$ cat src/rtl/col_parity_pkg.sv
// Shared types and constants for the column parity checker.
// Slices are 5x5 bit planes; row 0 / col 0 sits in the MSB.
package col_parity_pkg;

  localparam int NUM_SLICES_DEF = 64;
  localparam int ROWS           = 5;
  localparam int COLS           = 5;
  localparam int SLICE_W        = ROWS * COLS;

  typedef enum logic [1:0] {
    S_IDLE  = 2'd0,
    S_RUN   = 2'd1,
    S_FLUSH = 2'd2,
    S_DONE  = 2'd3
  } state_t;

  function automatic int bidx(input int row, input int col);
    return SLICE_W - 1 - (COLS * row + col);
  endfunction

endpackage

$ cat src/rtl/col_parity_vec.sv
// Column parity of one 25-bit slice.
// Bit c of the result is the parity of column c.
module col_parity_vec
  import col_parity_pkg::*;
(
  input  logic [SLICE_W-1:0] i_slice,
  output logic [COLS-1:0]    o_par
);

  always_comb begin
    o_par = '0;
    for (int c = 0; c < COLS; c++) begin
      for (int r = 0; r < ROWS; r++) begin
        o_par[c] = o_par[c] ^ i_slice[bidx(r, c)];
      end
    end
  end

endmodule

$ cat config.mk
export PLATFORM = sky130hd
export DESIGN_NAME = col_parity_vec
export DESIGN_NICKNAME = d
export VERILOG_FILES = /design/src/rtl/col_parity_pkg.sv /design/src/rtl/col_parity_vec.sv
export SDC_FILE = /design/constraint.sdc
export NUM_CORES = 1
export LEC_CHECK = 0
export CAP_MARGIN = 20
export CORE_AREA = 2 2 39 41
export DETAILED_ROUTE_END_ITERATION = 8
export DIE_AREA = 0 0 41 43
export SLEW_MARGIN = 20
export SYNTH_ARGS = -nofsm -noshare
export SYNTH_HDL_FRONTEND = slang
export SYNTH_SLANG_ARGS = --single-unit
$ cat constraint.sdc
create_clock -name vclk -period 0.9
set_clock_uncertainty 0.15 [all_clocks]
set_input_delay 0.09 -clock vclk [all_inputs]
set_output_delay 0.09 -clock vclk [all_outputs]
set_load 0.005 [all_outputs]
# After elaboration in Yosys (flattened, before gate mapping)
# Index checks and enable logic that the tools add are counted.
dict set report word_totals {
  register_bits 0
  in_bits 25
  out_inout_bits 5
  elab_cells 20
}
dict set report classes {
  n_bitwise 20
}
# op count
set ops {}
lappend ops {{$xor A1 B1 Y1} 20}

# Depth between registers and ports, before layout
dict set report depth {
  word_depth 4
  ltp_mapped 2
  mapped_depth_nobuf 2
}

# Worst setup path after synthesis
# No wires, ideal clock.
dict set report synth_timing {
  path_type {input port to output port}
  from {in i_slice[19]}
  to {out o_par[0]}
  t_arrival_ps 629
  t_required_ps 660
  slack_ps 31
  cell_stages 2
  n_path_buf 0
  cell_sequence {xnor3_1 > xnor2_1}
}
dict set report synth_between {
  elab_chain_len 4
}
# item line
set synth_rtl {}
lappend synth_rtl {{from (decl)} col_parity_vec.sv:6} ;# input logic [SLICE_W-1:0] i_slice,
lappend synth_rtl {{$xor A1 B1 Y1 (4 in series)} col_parity_vec.sv:14} ;# o_par[c] = o_par[c] ^ i_slice[bidx(r, c)];
lappend synth_rtl {{to (decl)} col_parity_vec.sv:7} ;# output logic [COLS-1:0] o_par
# Every way passes these cells.

# Worst setup path in the final report
dict set report layout_timing {
  from {in i_slice[16]}
  to {out o_par[3]}
}
# The elaborated chain is that of the path after synthesis.

==> run_results.csv <==
group,metric,value,unit
status,run_status,"finished with violations",
status,violations_in_the_final_reports,"setup timing",
placed_design,placement.cell_area,520.5,um2
detailed_routing,detailedRoute.firstPassIterationCount,1,
placed_design,worst_case_setup_slack_after_placement,-1.020,ns
synthesis,total_nets_after_synthesis,40,
synthesis,netlist_area,200.2,um2
placed_design,buffer_ports.inserted,30,
floorplanning,chipWidth,41,um
synthesis,synth-warning-count,0,
final_layout,final_cell_mix,"10 x sky130_fd_sc_hd__dlygate4sd2_1, 10 x sky130_fd_sc_hd__buf_2, 9 x sky130_fd_sc_hd__buf_6",
critical_path,worstPathBufferInverterCount,2,
detailed_routing,detail_route.wl_per_cell,10.66,um
final_layout,n_clock_buffer,0,
flow_run,drv_cap,0,
power_and_ir_drop,leakagePower,0.2608,nW
critical_path,cpLargestDelayFamily,"XOR/XNOR gates",
detailed_routing,routed_wirelength,650,um
timing,min_period,1.087,ns
global_route,grt_antenna_before_repair,0,
synthesis,ys_types,3,
final_layout,finalNetCount,72,
timing,finalMaxSlewViolations,0,
critical_path,maximum_fanout_along_the_worst_path,1,
synthesis,synth.top_cells.by_area,"sky130_fd_sc_hd__xnor3_1 56%, sky130_fd_sc_hd__xnor2_1 22%, sky130_fd_sc_hd__xor2_1 22%",
clock_network,post-cts-setup-buffers,0,
global_route,grt_pass1_vias,262,
placed_design,dp.final_hpwl,592.8,um
detailed_routing,drt_iter0_markers,0,
power_and_ir_drop,worst_ir_drop_vdd,221.7,uV
critical_path,worst-endpoint-required,0.66,ns
timing,period_share,120.8,%
placed_design,dp.cells,61,
synthesis,yosys.area.top_type,"sky130_fd_sc_hd__xnor3_1",
final_layout,antenna-diode-count,0,
critical_path,timing.critical_path.slowest_stage_cell,"sky130_fd_sc_hd__xnor3_1",
timing,finalSetupViolations,5,
global_route,total_congestion_overflow_after_global_routing,0,
final_layout,area_delta_synth_final,134.4,%
critical_path,timing.critical_path.arrival,0.85,ns
power_and_ir_drop,switching_power,0.00009191,W
timing,timing.slew.headroom,87.80,%
power_and_ir_drop,sw_frac_of_total,31.21,%
power_and_ir_drop,power_per_cell_area,627.6,mW/mm2
power_and_ir_drop,power.clock.fraction,0,%
global_route,grt.total_usage,8.551,%
global_route,grt_pass1_wl,1.055,mm
synthesis,yosysTopAreaCellShare,56.25,%
final_layout,finish.cell_count_without_fillers,61,
critical_path,setup.worst_path.start_class,"input port",
timing,worst_slew_pin_slew,0.1824,ns
power_and_ir_drop,power_share_of_the_combinational_group,100.0,%
synthesis,syn_avg_cell_area,13.35,um2
floorplanning,floorplan.core_area,0.001384,mm2
timing,timing.final.ws_setup,-0.1868,ns
final_layout,nFlopsAndLatches,0,
timing,max_freq,0.9202,GHz
timing,finalHoldViolCount,0,
power_and_ir_drop,power.share.sequential,0,%
placed_design,routabilityCongestion,0.6372,
power_and_ir_drop,internal_power,0.0002026,W
final_layout,finish.utilization,33.91,%
critical_path,critPathKind,"input port to output pin",
synthesis,synth_cells,15,
final_layout,drive_above_1_share,42.22,%
timing,grt_setup_unrepaired,"yes",
floorplanning,initial_core_util,14.47,%
critical_path,cp_cell_instances,"buf_6, xnor3_1, xnor2_1, buf_2",
floorplanning,number_of_top_level_pins,30,
floorplanning,placementRows,14,
global_route,grt_max_degree,2,
detailed_routing,detailroute.via_count,218,
critical_path,critPathCaptureType,"output pin",
floorplanning,dieArea,0.001763,mm2
floorplanning,die-height,43,um
worst_hold_path,hold_class,"input port to output pin",
detailed_routing,via_per_inst,3.574,
synthesis,ys_seq_area_share,0,%
final_layout,nFillCells,151,
clock_network,post_cts_hold_buffer_count,0,
detailed_routing,drtAntennaViolNets,0,
critical_path,worst_path_largest_cell_delay,0.39,ns
final_layout,design_area,469.2,um2
final_layout,multi_input_comb_area,200.2,um2
detailed_routing,residual_drc,0,
final_layout,final-seq-area,0,um2
power_and_ir_drop,total_power,0.0002945,W
## routing by layer
layer  part of all wire [%]  GRT usage, %  vias to the layer above
met4                      0             0                        0
met1                     39         13.27                       78
met3                     29         5.236                        0
met5                      0             0                        -
met2                     32         10.63                       30
li1                       -             -                      110
## what timing repair did
action                     in CTS  in global routing
pin swaps                      15                  9
setup endpoints to repair       5                  5
gates resized for setup        77                 12
## final cells by class
| type | count | area share [%] |
|---|---|---|
| Multi-Input combinational cell | 15 | 42.67 |
| Timing Repair Buffer | 30 | 53.07 |
| Tap cell | 16 | 4.267 |
## path summary, 6_finish.rpt
| kind | startpoint | to | slack, ns | cells past startpoint |
|---|---|---|---|---|
| max | i_slice[16] | o_par[3] | -0.19 | 4 |
| min | i_slice[14] | o_par[0] | 0.41 | 4 |
## metrics by stage
step                hold WS [ns]  TNS (ns)
floorplan                 0.2094         0
global placement           1.132    -4.938
detailed placement         1.124    -4.863
CTS                       0.5225   -0.9699
global route              0.4410    -1.076
finish                    0.4135   -0.7788
## power groups by stage
stage,registers (W),clock network (W),logic [W]
finish,0,0,0.000294
global route,0,0,0.000323
CTS,0,0,0.000296
detailed placement,0,0,0.000382
global placement,0,0,0.000388
floorplan,0,0,0.000141
## cell families after synthesis
family	after synthesis	synth area share, %
XOR/XNOR	15	100.0
## cell usage after synthesis
cell type                 n
sky130_fd_sc_hd__xnor3_1  5
sky130_fd_sc_hd__xnor2_1  5
sky130_fd_sc_hd__xor2_1   5
## tightest hold or removal path, cell delays in order
cell	delay (ns)
sky130_fd_sc_hd__buf_6	0.06
sky130_fd_sc_hd__xnor3_1	0.14
sky130_fd_sc_hd__xnor2_1	0.06
sky130_fd_sc_hd__buf_2	0.12
No activity file was read; power rests on OpenSTA's default activity.
==> variant (same flow settings) <==
`COLS`: 5 -> 6.
--- a/src/rtl/col_parity_pkg.sv
+++ b/src/rtl/col_parity_pkg.sv
@@ -6,3 +6,3 @@
   localparam int ROWS           = 5;
-  localparam int COLS           = 5;
+  localparam int COLS           = 6;
   localparam int SLICE_W        = ROWS * COLS;
Interface: changed (resized i_slice and o_par); port bits go from 30 to 36. The function was not compared with the original's and may differ.
==> variant against the original RTL <==
The flow still finishes with violations (setup timing); hold slack worse by 0.0042 ns; design area up 18%; area after synthesis up 20%; worst setup slack better by 0.026 ns; routed wire length up 3.8%; power up 17%; combinational power up 17%; via count up 15%; global-route usage down 1.3 points.
==> variant: results (changes against the original RTL) <==
Pwr
  – Maximum vdd drop: 0.000218 V (-1.7%)
  – Internal Power: 239 uW (+18%)
  – Leak pwr: 0.000312 uW (+20%)

Synthesis
  – Synth Warn #: 0 (unchanged)
  – Seq/Total Area, Yosys: 0% (unchanged)
  – Count of cell types in the netlist: 3 (unchanged)
  – Syn nets: 48 (+20%)
  – Dominant cells by area after synthesis: xnor3_1 56%, xnor2_1 22%, xor2_1 22%
  – Synthesized area: 240 um2 (+20%)
  – Synth cell count leaders: 6 x xnor2_1, 6 x xnor3_1, 6 x xor2_1

Placement
  – Post-DP Area: 621 um2 (+19%)
  – Hpwl dp: 630 um (+6.2%)
  – Port bufs: 36 (+20%)
  – RD Place Congestion: 0.523 (-18%)

GRT
  – Vias in the first global route: 222 (-15%)
  – Met2 usage: 11.6% (+0.94 points)
  – Grt met1 use: 10.3% (-3.0 points)
  – Largest net degree at the start of global routing: 2 (unchanged)
  – Global-route wire length before repair: 945 um (-10%)
  – GR Layer Usage met3: 1.57% (-3.7 points)
  – Total Routing Usage GR: 7.22% (-1.3 points)
  – Antenna violations before repair: 0 (unchanged)

STA
  – Worst setup margin: -0.161 ns (+0.0258 ns)
  – Fin Setup TNS: -0.842 ns (-0.0635 ns)
  – Slew margin rel.: 88.9% (+1.1 points)
  – Final setup violation count: 6 (+1)

Worst setup path
  – Crit Path Max Fanout: 1 (unchanged)
  – Cell family with most CP delay: XOR/XNOR gates
  – Slowest cell on crit path: xnor3_1
  – Worst path max stage delay: 0.38 ns
  – CP arrival: 0.82 ns (-0.03 ns)

Detailed routing
  – DR top layer: met3
  – Drt pass-1 iters: 1 (unchanged)
  – Met2 WL: 274 um (+31%)
  – Detailed-route via count: 251 (+15%)
  – DR iter-0 viols: 0 (unchanged)
  – Met1 WL: 253 um (+0.80%)
  – Avg WL per Cell: 9.64 um (-9.5%)
  – Met3 WL: 147 um (-22%)
  – Post-DRT Antenna Nets: 0 (unchanged)

Finish
  – Number of sequential cells: 0 (unchanged)
  – N_diodes: 0 (unchanged)
  – Layout cells sized above 1: 38.9% (-3.3 points)
  – Final #Nets: 86 (+19%)
  – Clock buffers: 0 (unchanged)

Hold path
  – WHS Path Cells: 4 (unchanged)
  – Min-Delay Path Class: input port to output port

CTS
  – Setup Fix Bufs, Post-CTS: 0 (unchanged)
  – Resized Gates After CTS: 91 (+18%)

Outcome
  – Failing checks: setup timing
  – Outcome: finished, violations left
[variant: cells by family after synthesis]
family / Yosys count / synth area share [%]
xor+xnor: 18 / 100
[variant: power by group through the flow]
stage	Clock (uW)	Sequential, uW	Combinational, uW
floorplan	0	0	170
global placement	0	0	447
detailed placement	0	0	449
CTS	0	0	343
global route	0	0	375
finish	0	0	343
[variant: stage by stage]
step                      std cells  power [uW]  hold WS, ns  setup WS, ns  util, %
after detailed placement         70         449         1.12        -0.963     44.8
after global routing             70         375        0.440        -0.218     40.0
final                            70         343        0.409        -0.161     40.0
after global placement           70         447         1.12        -0.944     44.8
after CTS                        70         343        0.506        -0.196     39.4
after floorplan                  18         170        0.209        0.0313        -
[variant: path summary, 6_finish.rpt]
path | startpoint | end | slack, ns
worst max-delay path | i_slice[18] | o_par[5] | -0.16
worst min-delay path | i_slice[14] | o_par[3] | 0.41
[variant: cell type report]
type / instances / area (um2)
fill: 150 / 831
tap: 16 / 20.0
multi-input combinational: 18 / 240
timing repair buffer: 36 / 293
